### src/rtl/vga_rect_fill.sv
// Rectangle-fill engine feeding the VGA pixel port: latches a rectangle on go,
// then walks it in raster order, one pixel per clock, plotting on-screen pixels.
module vga_rect_fill #(
  parameter int X_RES = 160,
  parameter int Y_RES = 120
) (
  input  logic       CLOCK_50,
  input  logic       reset,
  input  logic       go,
  input  logic       clear,
  input  logic [7:0] x0,
  input  logic [6:0] y0,
  input  logic [7:0] w,
  input  logic [6:0] h,
  input  logic [2:0] color,
  output logic [7:0] VGA_X,
  output logic [6:0] VGA_Y,
  output logic [2:0] VGA_COLOR,
  output logic       plot,
  output logic       busy,
  output logic       done
);

  localparam logic [1:0] S_IDLE = 2'd0;
  localparam logic [1:0] S_DRAW = 2'd1;
  localparam logic [1:0] S_DONE = 2'd2;

  localparam logic [8:0] X_LIM  = 9'(X_RES);
  localparam logic [7:0] Y_LIM  = 8'(Y_RES);
  localparam logic [7:0] CLR_W  = 8'(X_RES);
  localparam logic [6:0] CLR_H  = 7'(Y_RES);

  logic [1:0] state_q, state_d;
  logic [8:0] x_q, x_d;
  logic [7:0] y_q, y_d;
  logic [8:0] x0_q, x0_d;
  logic [8:0] x_end_q, x_end_d;
  logic [7:0] y_end_q, y_end_d;
  logic [2:0] color_q, color_d;
  logic       plot_q, plot_d;
  logic       busy_q, busy_d;
  logic       done_q, done_d;

  logic [7:0] x0_in, w_in;
  logic [6:0] y0_in, h_in;

  always_comb begin
    x0_in = clear ? 8'd0 : x0;
    y0_in = clear ? 7'd0 : y0;
    w_in  = clear ? CLR_W : w;
    h_in  = clear ? CLR_H : h;
  end

  always_comb begin
    state_d = state_q;
    x_d     = x_q;
    y_d     = y_q;
    x0_d    = x0_q;
    x_end_d = x_end_q;
    y_end_d = y_end_q;
    color_d = color_q;
    plot_d  = 1'b0;
    busy_d  = 1'b0;
    done_d  = 1'b0;

    case (state_q)
      S_IDLE: begin
        if (go) begin
          x0_d    = {1'b0, x0_in};
          x_end_d = {1'b0, x0_in} + {1'b0, w_in} - 9'd1;
          y_end_d = {1'b0, y0_in} + {1'b0, h_in} - 8'd1;
          if (w_in == 8'd0 || h_in == 7'd0) begin
            state_d = S_DONE;
            done_d  = 1'b1;
          end else begin
            state_d = S_DRAW;
            x_d     = {1'b0, x0_in};
            y_d     = {1'b0, y0_in};
            color_d = color;
            busy_d  = 1'b1;
            plot_d  = ({1'b0, x0_in} < X_LIM) && ({1'b0, y0_in} < Y_LIM);
          end
        end
      end
      S_DRAW: begin
        if (x_q == x_end_q && y_q == y_end_q) begin
          state_d = S_DONE;
          done_d  = 1'b1;
        end else begin
          // Wrap to the left edge at the end of each row.
          if (x_q == x_end_q) begin
            x_d = x0_q;
            y_d = y_q + 8'd1;
          end else begin
            x_d = x_q + 9'd1;
          end
          busy_d = 1'b1;
          plot_d = (x_d < X_LIM) && (y_d < Y_LIM);
        end
      end
      S_DONE: state_d = S_IDLE;
      default: state_d = S_IDLE;
    endcase
  end

  always_ff @(posedge CLOCK_50 or posedge reset) begin
    if (reset) begin
      state_q <= S_IDLE;
      x_q     <= '0;
      y_q     <= '0;
      x0_q    <= '0;
      x_end_q <= '0;
      y_end_q <= '0;
      color_q <= '0;
      plot_q  <= 1'b0;
      busy_q  <= 1'b0;
      done_q  <= 1'b0;
    end else begin
      state_q <= state_d;
      x_q     <= x_d;
      y_q     <= y_d;
      x0_q    <= x0_d;
      x_end_q <= x_end_d;
      y_end_q <= y_end_d;
      color_q <= color_d;
      plot_q  <= plot_d;
      busy_q  <= busy_d;
      done_q  <= done_d;
    end
  end

  assign VGA_X     = x_q[7:0];
  assign VGA_Y     = y_q[6:0];
  assign VGA_COLOR = color_q;
  assign plot      = plot_q;
  assign busy      = busy_q;
  assign done      = done_q;

endmodule

### config.mk
export PLATFORM = sky130hd
export DESIGN_NAME = vga_rect_fill
export DESIGN_NICKNAME = d
export VERILOG_FILES = /design/src/rtl/vga_rect_fill.sv
export SDC_FILE = /design/constraint.sdc
export NUM_CORES = 1
export LEC_CHECK = 0
export ABC_AREA = 1
export BUFFER_PORTS_ARGS = -buffer_cell sky130_fd_sc_hd__buf_4
export CORE_MARGIN = 8
export CORE_UTILIZATION = 59
export DETAILED_ROUTE_END_ITERATION = 16
export GPL_TIMING_DRIVEN = 0
export PLACE_DENSITY = 0.83
export SLEW_MARGIN = 20
export SYNTH_ARGS = -nofsm -noshare
export SYNTH_HDL_FRONTEND = slang
export SYNTH_SLANG_ARGS = --single-unit
### constraint.sdc
create_clock -name CLOCK_50 -period 3.66 [get_ports CLOCK_50]
set_input_delay 0.915 -clock CLOCK_50 [delete_from_list [all_inputs] [get_ports CLOCK_50]]
set_output_delay 0.915 -clock CLOCK_50 [all_outputs]
set_load 0.02 [all_outputs]
Word level (Yosys, flattened, before mapping)
Cells that the tools add are included.
Operators by class
  add/sub/neg operators: 6
  $lt $le $gt $ge: 4
  equality and inequality tests: 7
  mux-type cells: 34
  bitwise logic cells: 1
  reduce and logical (&&, ||, !) cells: 12
Operators with widths (number)
  2-to-1 mux 8 bit: 8
  2-to-1 mux 9 bit: 6
  case mux 9 bit (2 select lines): 1
  case mux 8 bit (2 select lines): 1
  2-to-1 mux 7 bit: 2
  adder 8 x 8 -> 9 bit: 1
  adder 9 x 1 -> 9 bit, second input constant: 1
  equality test 9 bit: 1
  < comparator 9 x 8 -> 1 bit, second input constant: 1
  2-to-1 mux 1 bit: 9
  subtractor 9 x 1 -> 9 bit, second input constant: 1
  adder 7 x 7 -> 8 bit: 1
  adder 8 x 1 -> 8 bit, second input constant: 1
  equality test 8 bit: 1
  zero test 8 bit: 1
  < comparator 8 x 7 -> 1 bit, second input constant: 1
  < comparator 8 bit, second input constant: 1
  inequality test 2 bit, second input constant: 4
  subtractor 8 x 1 -> 8 bit, second input constant: 1
  zero test 7 bit: 1
  < comparator 7 bit, second input constant: 1
  2-to-1 mux 2 bit: 3
  case mux 1 bit (2 select lines): 3
  case mux 2 bit (2 select lines): 1
  other kinds (9): 12
Storage, ports and cells
  bits in registers: 50
  output and inout port bits: 21
  logic and storage cells: 74

Logic depth before layout (Yosys ltp)
Gate-level depths: netlist (run 1).
  depth in word-level cells: 8
  gate-level depth with buffers: 16
  depth with buffers taken out: 15

Least setup slack after synthesis (run 1)
Ideal clock, no wire load.
  path type: input port to flip-flop
  start: in clear
  end: reg x_end_q[7]
  data arrival time: 3.105 ns
  data required time: 3.577 ns
  setup slack: 0.472 ns
  stages: 15
  path through: buf_2 -> inv_2 -> clkbuf_1 -> nand2_1 -> ha_1 -> inv_1 -> ha_1 -> inv_1 -> fa_1 -> o21ai_0 -> nand2_1 -> nand2_1 -> a21oi_1 -> xor2_1 -> o21ai_0
Between the ends
  longest elaborated chain between the ends: 3
  elaborated cells on any way between the ends: 4
RTL lines
  from (decl): RTL line 10  | input logic clear,
  2-to-1 mux 8 bit, on equally long branches: RTL line 48, 50
  adder 8 x 8 -> 9 bit *: RTL line 70  | x_end_d = {1'b0, x0_in} + {1'b0, w_in} - 9'd1;
  subtractor 9 x 1 -> 9 bit *: RTL line 70
  to (signal assigned): RTL line 123  | x_end_q <= x_end_d;
  to (decl): RTL line 37  | logic [8:0] x_end_q, x_end_d;
Mark *: on every way between the ends. The rest lies on a longest branch, timed or not.
A chain may end at the register's enable or synchronous reset.

Worst setup path after layout (run 1)
Same ends and word-level chain as after synthesis.

==> metrics.txt, run 1 <==
final instance area 4470 sq um; CP peak stage delay 0.41 ns; ordered list of cells on the worst path buf_2, inv_2, clkbuf_1, nand2_1, ha_1, inv_1, ha_1, inv_1, fa_1, o21ai_0, nand2_1, nand2_1, a21oi_1, xor2_1, o21ai_0; period utilization 0.925; final setup vio count 0; number of diodes 0; Max-slew headroom 0.666; Yosys cell types 37; clock share of power 0.109; largest net degree at the start of global routing 31; I/O pins 58; die width 96.8 um; Comb pwr share 0.523; count of cells resized by post-cts repair 0; placed cell areas 4380 sq um; Setup Skew 0.00726 ns; max-cap viol count 0; Synth Instances 522; Synth top cells by count nand2_1, inv_1, dfrtp_1; layout cell share with drive strength beyond 1 0.213; Num CTS Buffers 5; most common cell in the netlist nand2_1; Yosys top cell area share 0.325; CP Capture Type flop; Least-Margin Pin Slew 0.501 ns; Synth Flop Type dfrtp_1; Worst setup SP type primary input; CP delay by family, top adder cells; Worst Hold Depth 2; H-tree depth 2; syn avg cell area 7.37 sq um; Clock Tree Root clkbuf_8; Fmax achieved 296 MHz; Die H 96.8 um; initial antenna violation count 0; grt ovf 0; crit path kind primary input to flop; Max Buffers Root-to-Sink 2; Max IR drop VDD 0.000405 V; #FFs+latches synth 50; cells on worst reg2reg path 12; CP required 3.89 ns; Buffers & Inverters on Critical Path 5; global-route wire length before repair 16,000 um; ys async rst share 1.00; clock-pin transition on the worst setup and hold timing paths 0.09 ns; DP HPWL 7870 um; Layout area overhead 16.1%; DRT Wirelength 9390 um; die area 9360 sq um; met1 Usage GRT 0.256; hold slack 0.497 ns; sw frac 0.449; M2 GR Usage 0.341; met3 Use GR 0.0306; Leak 2.39 nW; power per cell area 648 nW/um^2; router iterations before antenna repair 4; CP max stage cell clkbuf_1; Tot GR Track Use 0.202; RSZ-0062 raised after global routing false; Final TNS setup 0 ns; Post-synth EDFFs 0; syn_nets 591; CP arrival 3.62 ns; outcome finished, final reports clean; Reg power frac 0.367; internal power 1.60 mW; Final nets 655; Psw 1.30 mW; largest area contributor in the netlist dfrtp_1; top cells by area, synth dfrtp_1, nand2_1, ha_1; cell area after synthesis 3850 sq um; worst-skew pair later-pin latency 0.31 ns; Fin. Hold Viols 0; First DRT Iteration DRCs 157; cell depth of the worst setup path 15; post-CTS setup buffers 0; vias in the first global route 3,383; Fill cells 524; Slew Limit Fails 0; Post-CTS Hold Buffers 0; Min-Delay Path Class flop to flop; Final ANT Viol Nets 0; routed vias 3,476; Min Clock Period, post-route 3.38 ns; Ys Warns 0; CTS tree built; core area 6310 sq um; CP most frequent cell nand2_1; # clock sinks 50; Rows 29; Starting Density 0.609; crit path max fanout 10; wire per inst 14.2 um; Tot Pwr 2.90 mW; DRC 0; Top Usage Layer GRT met2; PortBufs 56; sequential fraction of the synthesis area 0.325; GPL Wtd Cong 0.895; routed vias/inst 5.24
## placed cells by master, fill, tap and decap left out, types with 5 or more instances in the layout
master	instances
inv_2	7
ha_1	30
nand2_1	170
o21ai_2	9
o21ai_1	6
nand4_1	9
nor2_1	32
clkbuf_1	7
buf_4	71
a21oi_1	13
nand3_1	11
clkbuf_8	5
xor2_1	19
o21ai_0	31
dfrtp_1	50
nand2_2	9
inv_1	59
xnor2_1	6
## power groups by stage
| stage | sequential, mW | combinational, mW | clock [mW] |
|---|---|---|---|
| 6_report | 1.06 | 1.52 | 0.317 |
| 5_1_grt | 1.10 | 1.70 | 0.340 |
| 4_1_cts | 1.06 | 1.52 | 0.324 |
| 3_5_place_dp | 1.07 | 1.52 | 0 |
| 3_3_place_gp | 1.05 | 1.46 | 0 |
| 2_1_floorplan | 1.01 | 1.11 | 0 |
## layout make-up
type                       instances  area (sq um)  area share
buffer                            29           190      0.0426
clock buffer                       5          68.8      0.0154
clock inverter                     2          15.0     0.00336
inverter                          67           254      0.0568
multi-input combinational        376          2150       0.482
sequential                        50          1250       0.280
tap                               77          96.3      0.0216
timing repair buffer              57           440      0.0986
## worst min-delay path: stages (launching register included)
cell	delay (ns)
dfrtp_1	0.35
nand2_1	0.05
nand2_1	0.06
## kinds of logic (layout without fill, tap and decap cells)
kind of cell    Yosys count  after routing  synth area share
compound gates           70             70             0.110
xor+xnor                 25             25            0.0569
fa+ha+maj                32             32             0.108
buf+inv                  96            160             0.115
flops                    50             50             0.325
simple gates            249            249             0.285
## registers in the layout, summed over array words and instances (netlist names)
| register | count |
|---|---|
| y_q | 8 |
| VGA_COLOR | 3 |
| busy | 1 |
| y_end_q | 8 |
| x_end_q | 9 |
| done | 1 |
| plot | 1 |
| x_q | 9 |
| x0_q | 8 |
| state_q | 2 |
## worst paths after layout
check,slack (ns),to,startpoint
worst max register to register,1.78,y_q[0],x_q[0]
worst min register to register,0.50,VGA_COLOR[1],VGA_COLOR[1]
worst max-delay path,0.28,x_end_q[7],clear
worst min-delay path,0.50,VGA_COLOR[1],VGA_COLOR[1]
max in group asynchronous,2.54,x_end_q[8],reset
min in group asynchronous,0.62,VGA_COLOR[1],reset
## layer usage
layer	share of wire	wire (um)
met5	0	0
met4	0.014	127
met3	0.047	437
met2	0.49	4570
met1	0.45	4250
## stage by stage
stage | std cells | utilization | setup WS (ns)
after floorplan | 522 | - | 0.472
after global placement | 655 | 0.691 | 0.0602
after detailed placement | 656 | 0.694 | 0.00241
after CTS | 663 | 0.708 | 0.315
after global routing | 663 | 0.708 | 0.0183
final | 663 | 0.708 | 0.276
Power figures use the tool's default switching activity.
==> run 2: changes to the inputs <==
--- a/config.mk
+++ b/config.mk
@@ -12,6 +12,7 @@
 export DETAILED_ROUTE_END_ITERATION = 16
 export GPL_TIMING_DRIVEN = 0
 export PLACE_DENSITY = 0.83
+export RECOVER_POWER = 25
 export SLEW_MARGIN = 20
 export SYNTH_ARGS = -nofsm -noshare
 export SYNTH_HDL_FRONTEND = slang
==> run 2 against run 1 <==
Effect of this change: via count up 0.14%; the run now ends with max-capacitance violations, max-slew violations left; clock power hardly changed; sequential power hardly changed; flip-flop and latch count unchanged; critical path type unchanged; die area is the same; worst setup slack is essentially flat; global-route usage is the same; largest cell class unchanged; first-iteration DRC count unchanged; routed wire length about the same; clock-buffer cell count unchanged; core utilization fell by 0.26 points; fmax about the same.
==> metrics.txt, run 2 (synthesis gave the netlist of run 1 again) <==
flip-flop and latch area 1250 sq um; First DRT Iteration DRCs 157; Layout Utilization 0.705; die area 9360 sq um; wire per inst 14.2 um; GPL Wtd Cong 0.895; power per cell area 650 nW/um^2; DRT Wirelength 9390 um; crit path kind primary input to flop; die width 96.8 um; # clock sinks 50; Inst Count DP 656; most common cell after layout, fill and taps aside nand2_1; Rows 29; global-route wire length before repair 16,000 um; most frequent cells in the layout nand2_1, buf_4, inv_1, dfrtp_1, nor2_1; Tot GR Track Use 0.202; initial antenna violation count 0; RSZ-0062 raised after global routing false; Final TNS setup 0 ns; DRC 0; H-tree depth 2; vias in the first global route 3,383; outcome complete, but fails checks; Tot Pwr 2.89 mW; Max IR drop VDD 0.000405 V; CP required 3.89 ns; grt ovf 0; Final ANT Viol Nets 0; Setup Skew 0.00672 ns; Max Buffers Root-to-Sink 2; Non-Filler Instances 663; Fin. Hold Viols 0; clock-pin transition on the worst setup and hold timing paths 0.09 ns; Worst setup SP type primary input; Slew Limit Fails 31; Min Clock Period, post-route 3.38 ns; I/O pins 58; Fill cells 527; CTS tree built; CP arrival 3.62 ns; Die H 96.8 um; Top Registers x_end_q: 9 flops, x_q: 9 flops; placed cell areas 4380 sq um; Starting Density 0.609; Leak 2.38 nW; Multi-input gate area 2150 sq um; core area 6310 sq um; routed vias 3,481; largest net degree at the start of global routing 31; Layout area overhead 15.7%; DP HPWL 7870 um; routed vias/inst 5.25; period utilization 0.924; CP Capture Type flop; layout cell share with drive strength beyond 1 0.210; Min-Delay Path Class flop to flop; Max-slew headroom -0.0363; max-cap viol count 1; post-CTS setup buffers 0; final instance area 4450 sq um; count of cells resized by post-cts repair 0; crit path max fanout 10; router iterations before antenna repair 4; Clock Tree Root clkbuf_8; PortBufs 56; Post-CTS Hold Buffers 0; Fmax achieved 296 MHz; final setup vio count 0; Least-Margin Pin Slew 1.55 ns; worst-skew pair later-pin latency 0.31 ns; failing checks max-capacitance violations, max-slew violations; number of diodes 0; Num CTS Buffers 5; Final nets 655
==> run 2: cell types whose count changed in the layout (fill, tap and decap cells not counted), sizes merged <==
cell,delta
buf,-2
clkbuf,+2
==> run 2: cell type report <==
cell class / instances / share of cell area
clock inverters: 2 / 0.00337
plain buffers: 29 / 0.0427
well taps: 77 / 0.0216
multi-input cells: 376 / 0.483
flip-flops and latches: 50 / 0.281
repair buffers: 57 / 0.0953
inverters: 67 / 0.0571
clock buffers: 5 / 0.0155
==> run 2: worst paths after layout <==
check,startpoint,depth (start not counted),end,slack [ns]
worst min-delay path,VGA_COLOR[1],2,VGA_COLOR[1],0.50
worst max register to register,x_q[0],12,y_q[0],1.78
min in group asynchronous,reset,2,x_q[4],0.75
max in group asynchronous,reset,3,x_end_q[8],1.02
worst min register to register,VGA_COLOR[1],2,VGA_COLOR[1],0.50
worst max-delay path,clear,15,x_end_q[7],0.28
==> run 2: per-stage QoR <==
step,hold slack (ns),worst slack (ns)
4_1_cts,0.499,0.315
3_3_place_gp,0.464,0.0602
6_report,0.497,0.276
2_1_floorplan,0.453,0.472
3_5_place_dp,0.475,0.00241
5_1_grt,0.546,0.0183
==> run 2: power breakdown <==
part           switching (mW)  internal [mW]
combinational           0.849          0.664
clock                   0.187          0.131
sequential              0.265          0.798
==> run 2: critical path, stage by stage <==
cell	delay [ns]
buf_2	0.15
inv_2	0.10
clkbuf_1	0.41
nand2_1	0.21
ha_1	0.33
inv_1	0.06
ha_1	0.16
inv_1	0.06
fa_1	0.38
o21ai_0	0.28
nand2_1	0.11
nand2_1	0.10
a21oi_1	0.08
xor2_1	0.14
o21ai_0	0.13
==> run 2: routing by layer <==
| layer | wire length, um | vias up | global-route usage | part of all wire |
|---|---|---|---|---|
| li1 | - | 1768 | - | - |
| met1 | 4240 | 1616 | 0.256 | 0.45 |
| met2 | 4570 | 89 | 0.341 | 0.49 |
| met3 | 447 | 8 | 0.0306 | 0.048 |
| met4 | 127 | 0 | 0.0651 | 0.014 |
| met5 | 0 | - | 0 | 0 |
==> run 3: changes to the inputs <==
--- a/config.mk
+++ b/config.mk
@@ -7,11 +7,13 @@
 export LEC_CHECK = 0
 export ABC_AREA = 1
 export BUFFER_PORTS_ARGS = -buffer_cell sky130_fd_sc_hd__buf_4
+export CELL_PAD_IN_SITES_DETAIL_PLACEMENT = 0
+export CELL_PAD_IN_SITES_GLOBAL_PLACEMENT = 2
 export CORE_MARGIN = 8
-export CORE_UTILIZATION = 59
+export CORE_UTILIZATION = 35
 export DETAILED_ROUTE_END_ITERATION = 16
 export GPL_TIMING_DRIVEN = 0
-export PLACE_DENSITY = 0.83
+export PLACE_DENSITY = 0.86
 export RECOVER_POWER = 25
 export SLEW_MARGIN = 20
 export SYNTH_ARGS = -nofsm -noshare
==> run 3 against run 2 <==
Effect of this change: the run still ends with max-capacitance violations, max-slew violations left; fmax is 2.2% higher; combinational power is essentially flat; non-clock buffer count unchanged; clock power grew 29%; core utilization decreased by 28 points; via count decreased by 4.0%; flip-flop and latch count unchanged; design area up 2.4%.
==> metrics.txt, run 3 (synthesis gave the netlist of run 1 again) <==
vias in the first global route 3,287; Fin. Hold Viols 0; clock share of power 0.137; Layout area overhead 18.5%; Psw 1.32 mW; Tot Pwr 2.99 mW; Num CTS Buffers 5; failing checks max-capacitance violations, max-slew violations; crit path max fanout 10; clock-pin transition on the worst setup and hold timing paths 0.10 ns; Fill cells 1,118; Final nets 655; Worst setup SP type primary input; Tot GR Track Use 0.151; Max Buffers Root-to-Sink 2; worst-skew pair later-pin latency 0.32 ns; largest net degree at the start of global routing 31; PortBufs 56; power per cell area 655 nW/um^2; grt ovf 0; Least-Margin Pin Slew 1.58 ns; final setup vio count 0; number of diodes 0; I/O pins 58; layout cell share with drive strength beyond 1 0.211; count of cells resized by post-cts repair 0; die width 121 um; Slew Limit Fails 31; CTS tree built; wire per inst 14.5 um; routed vias/inst 4.60; placed cell areas 4460 sq um; flip-flop and latch area 1250 sq um; sw frac 0.442; max-cap viol count 1; post-CTS setup buffers 0; final instance area 4560 sq um; hold slack 0.488 ns; Fmax achieved 302 MHz; Final ANT Viol Nets 0; most frequent cells in the layout nand2_1, buf_4, inv_1, dfrtp_1, nor2_1; CP arrival 3.52 ns; First DRT Iteration DRCs 154; CP Capture Type flop; core area 10,800 sq um; Reg power frac 0.357; die area 14,600 sq um; initial antenna violation count 0; global-route wire length before repair 17,300 um; slack of the worst reg-to-reg path 1.73 ns; DRT Wirelength 10,500 um; Rows 38; crit path kind primary input to flop; # clock sinks 50; outcome complete, but fails checks; GPL Wtd Cong 0.842; Clock Tree Root clkbuf_8; DP HPWL 8800 um; DRC 0; Die H 121 um; CP required 3.87 ns; Max IR drop VDD 0.000201 V; H-tree depth 2; Max-slew headroom -0.0525; Comb pwr share 0.505; Multi-input gate area 2150 sq um; period utilization 0.904; Setup Skew 0.0133 ns; Leak 2.40 nW; Min Clock Period, post-route 3.31 ns; most common cell after layout, fill and taps aside nand2_1; RSZ-0062 raised after global routing false; router iterations before antenna repair 4; Top Registers x_end_q: 9 flops, x_q: 9 flops; Starting Density 0.356; Min-Delay Path Class flop to flop; Post-CTS Hold Buffers 0; routed vias 3,343; internal power 1.67 mW; Final TNS setup 0 ns
## run 3: worst max-delay path, cell delays in order
cell and delay, ns:
buf_2 0.17, inv_2 0.12, clkbuf_1 0.40, nand2_1 0.23, ha_1 0.40, inv_1 0.06
ha_1 0.28, nand3_1 0.07, nand2_1 0.09, a21oi_1 0.22, nor2_1 0.06, o21ai_0 0.24
nand3b_1 0.11, nand3_1 0.11, nand2_1 0.05
## run 3: worst paths after layout
path                         startpoint            to  depth (start not counted)
max                               clear    x_end_q[8]                         15
min                        VGA_COLOR[0]  VGA_COLOR[0]                          2
max reg2reg                      x_q[1]        y_q[0]                         12
min reg2reg                VGA_COLOR[0]  VGA_COLOR[0]                          2
max in group asynchronous         reset    x_end_q[7]                          3
min in group asynchronous         reset        x_q[3]                          2
## run 3: through the flow
stage,instances,setup WS (ns),util
after floorplan,522,0.472,-
after global placement,718,-0.136,0.412
after detailed placement,719,-0.157,0.414
after CTS,727,0.175,0.424
after global routing,727,0.0605,0.422
final,727,0.350,0.422
## run 3: power groups by stage
stage / sequential [mW] / combinational [mW] / clock, mW
floorplan: 1.01 / 1.11 / 0
global placement: 1.08 / 1.51 / 0
detailed placement: 1.08 / 1.52 / 0
CTS: 1.07 / 1.53 / 0.417
global route: 1.11 / 1.70 / 0.441
finish: 1.07 / 1.51 / 0.410
## run 3: final cells by class
cell class,instances,share of cell area
clock buffer,6,0.0159
multi-input combinational,376,0.472
inverter,67,0.0557
buffer,29,0.0420
timing repair buffer,57,0.0931
tap,140,0.0384
clock inverter,2,0.00823
sequential,50,0.274
## run 3: per-layer routing
layer	global-route usage	wire [um]	up-vias
met5	0	0	-
met4	0.0398	112	0
met3	0.0219	413	6
met2	0.241	4760	44
met1	0.208	5250	1523
li1	-	-	1770
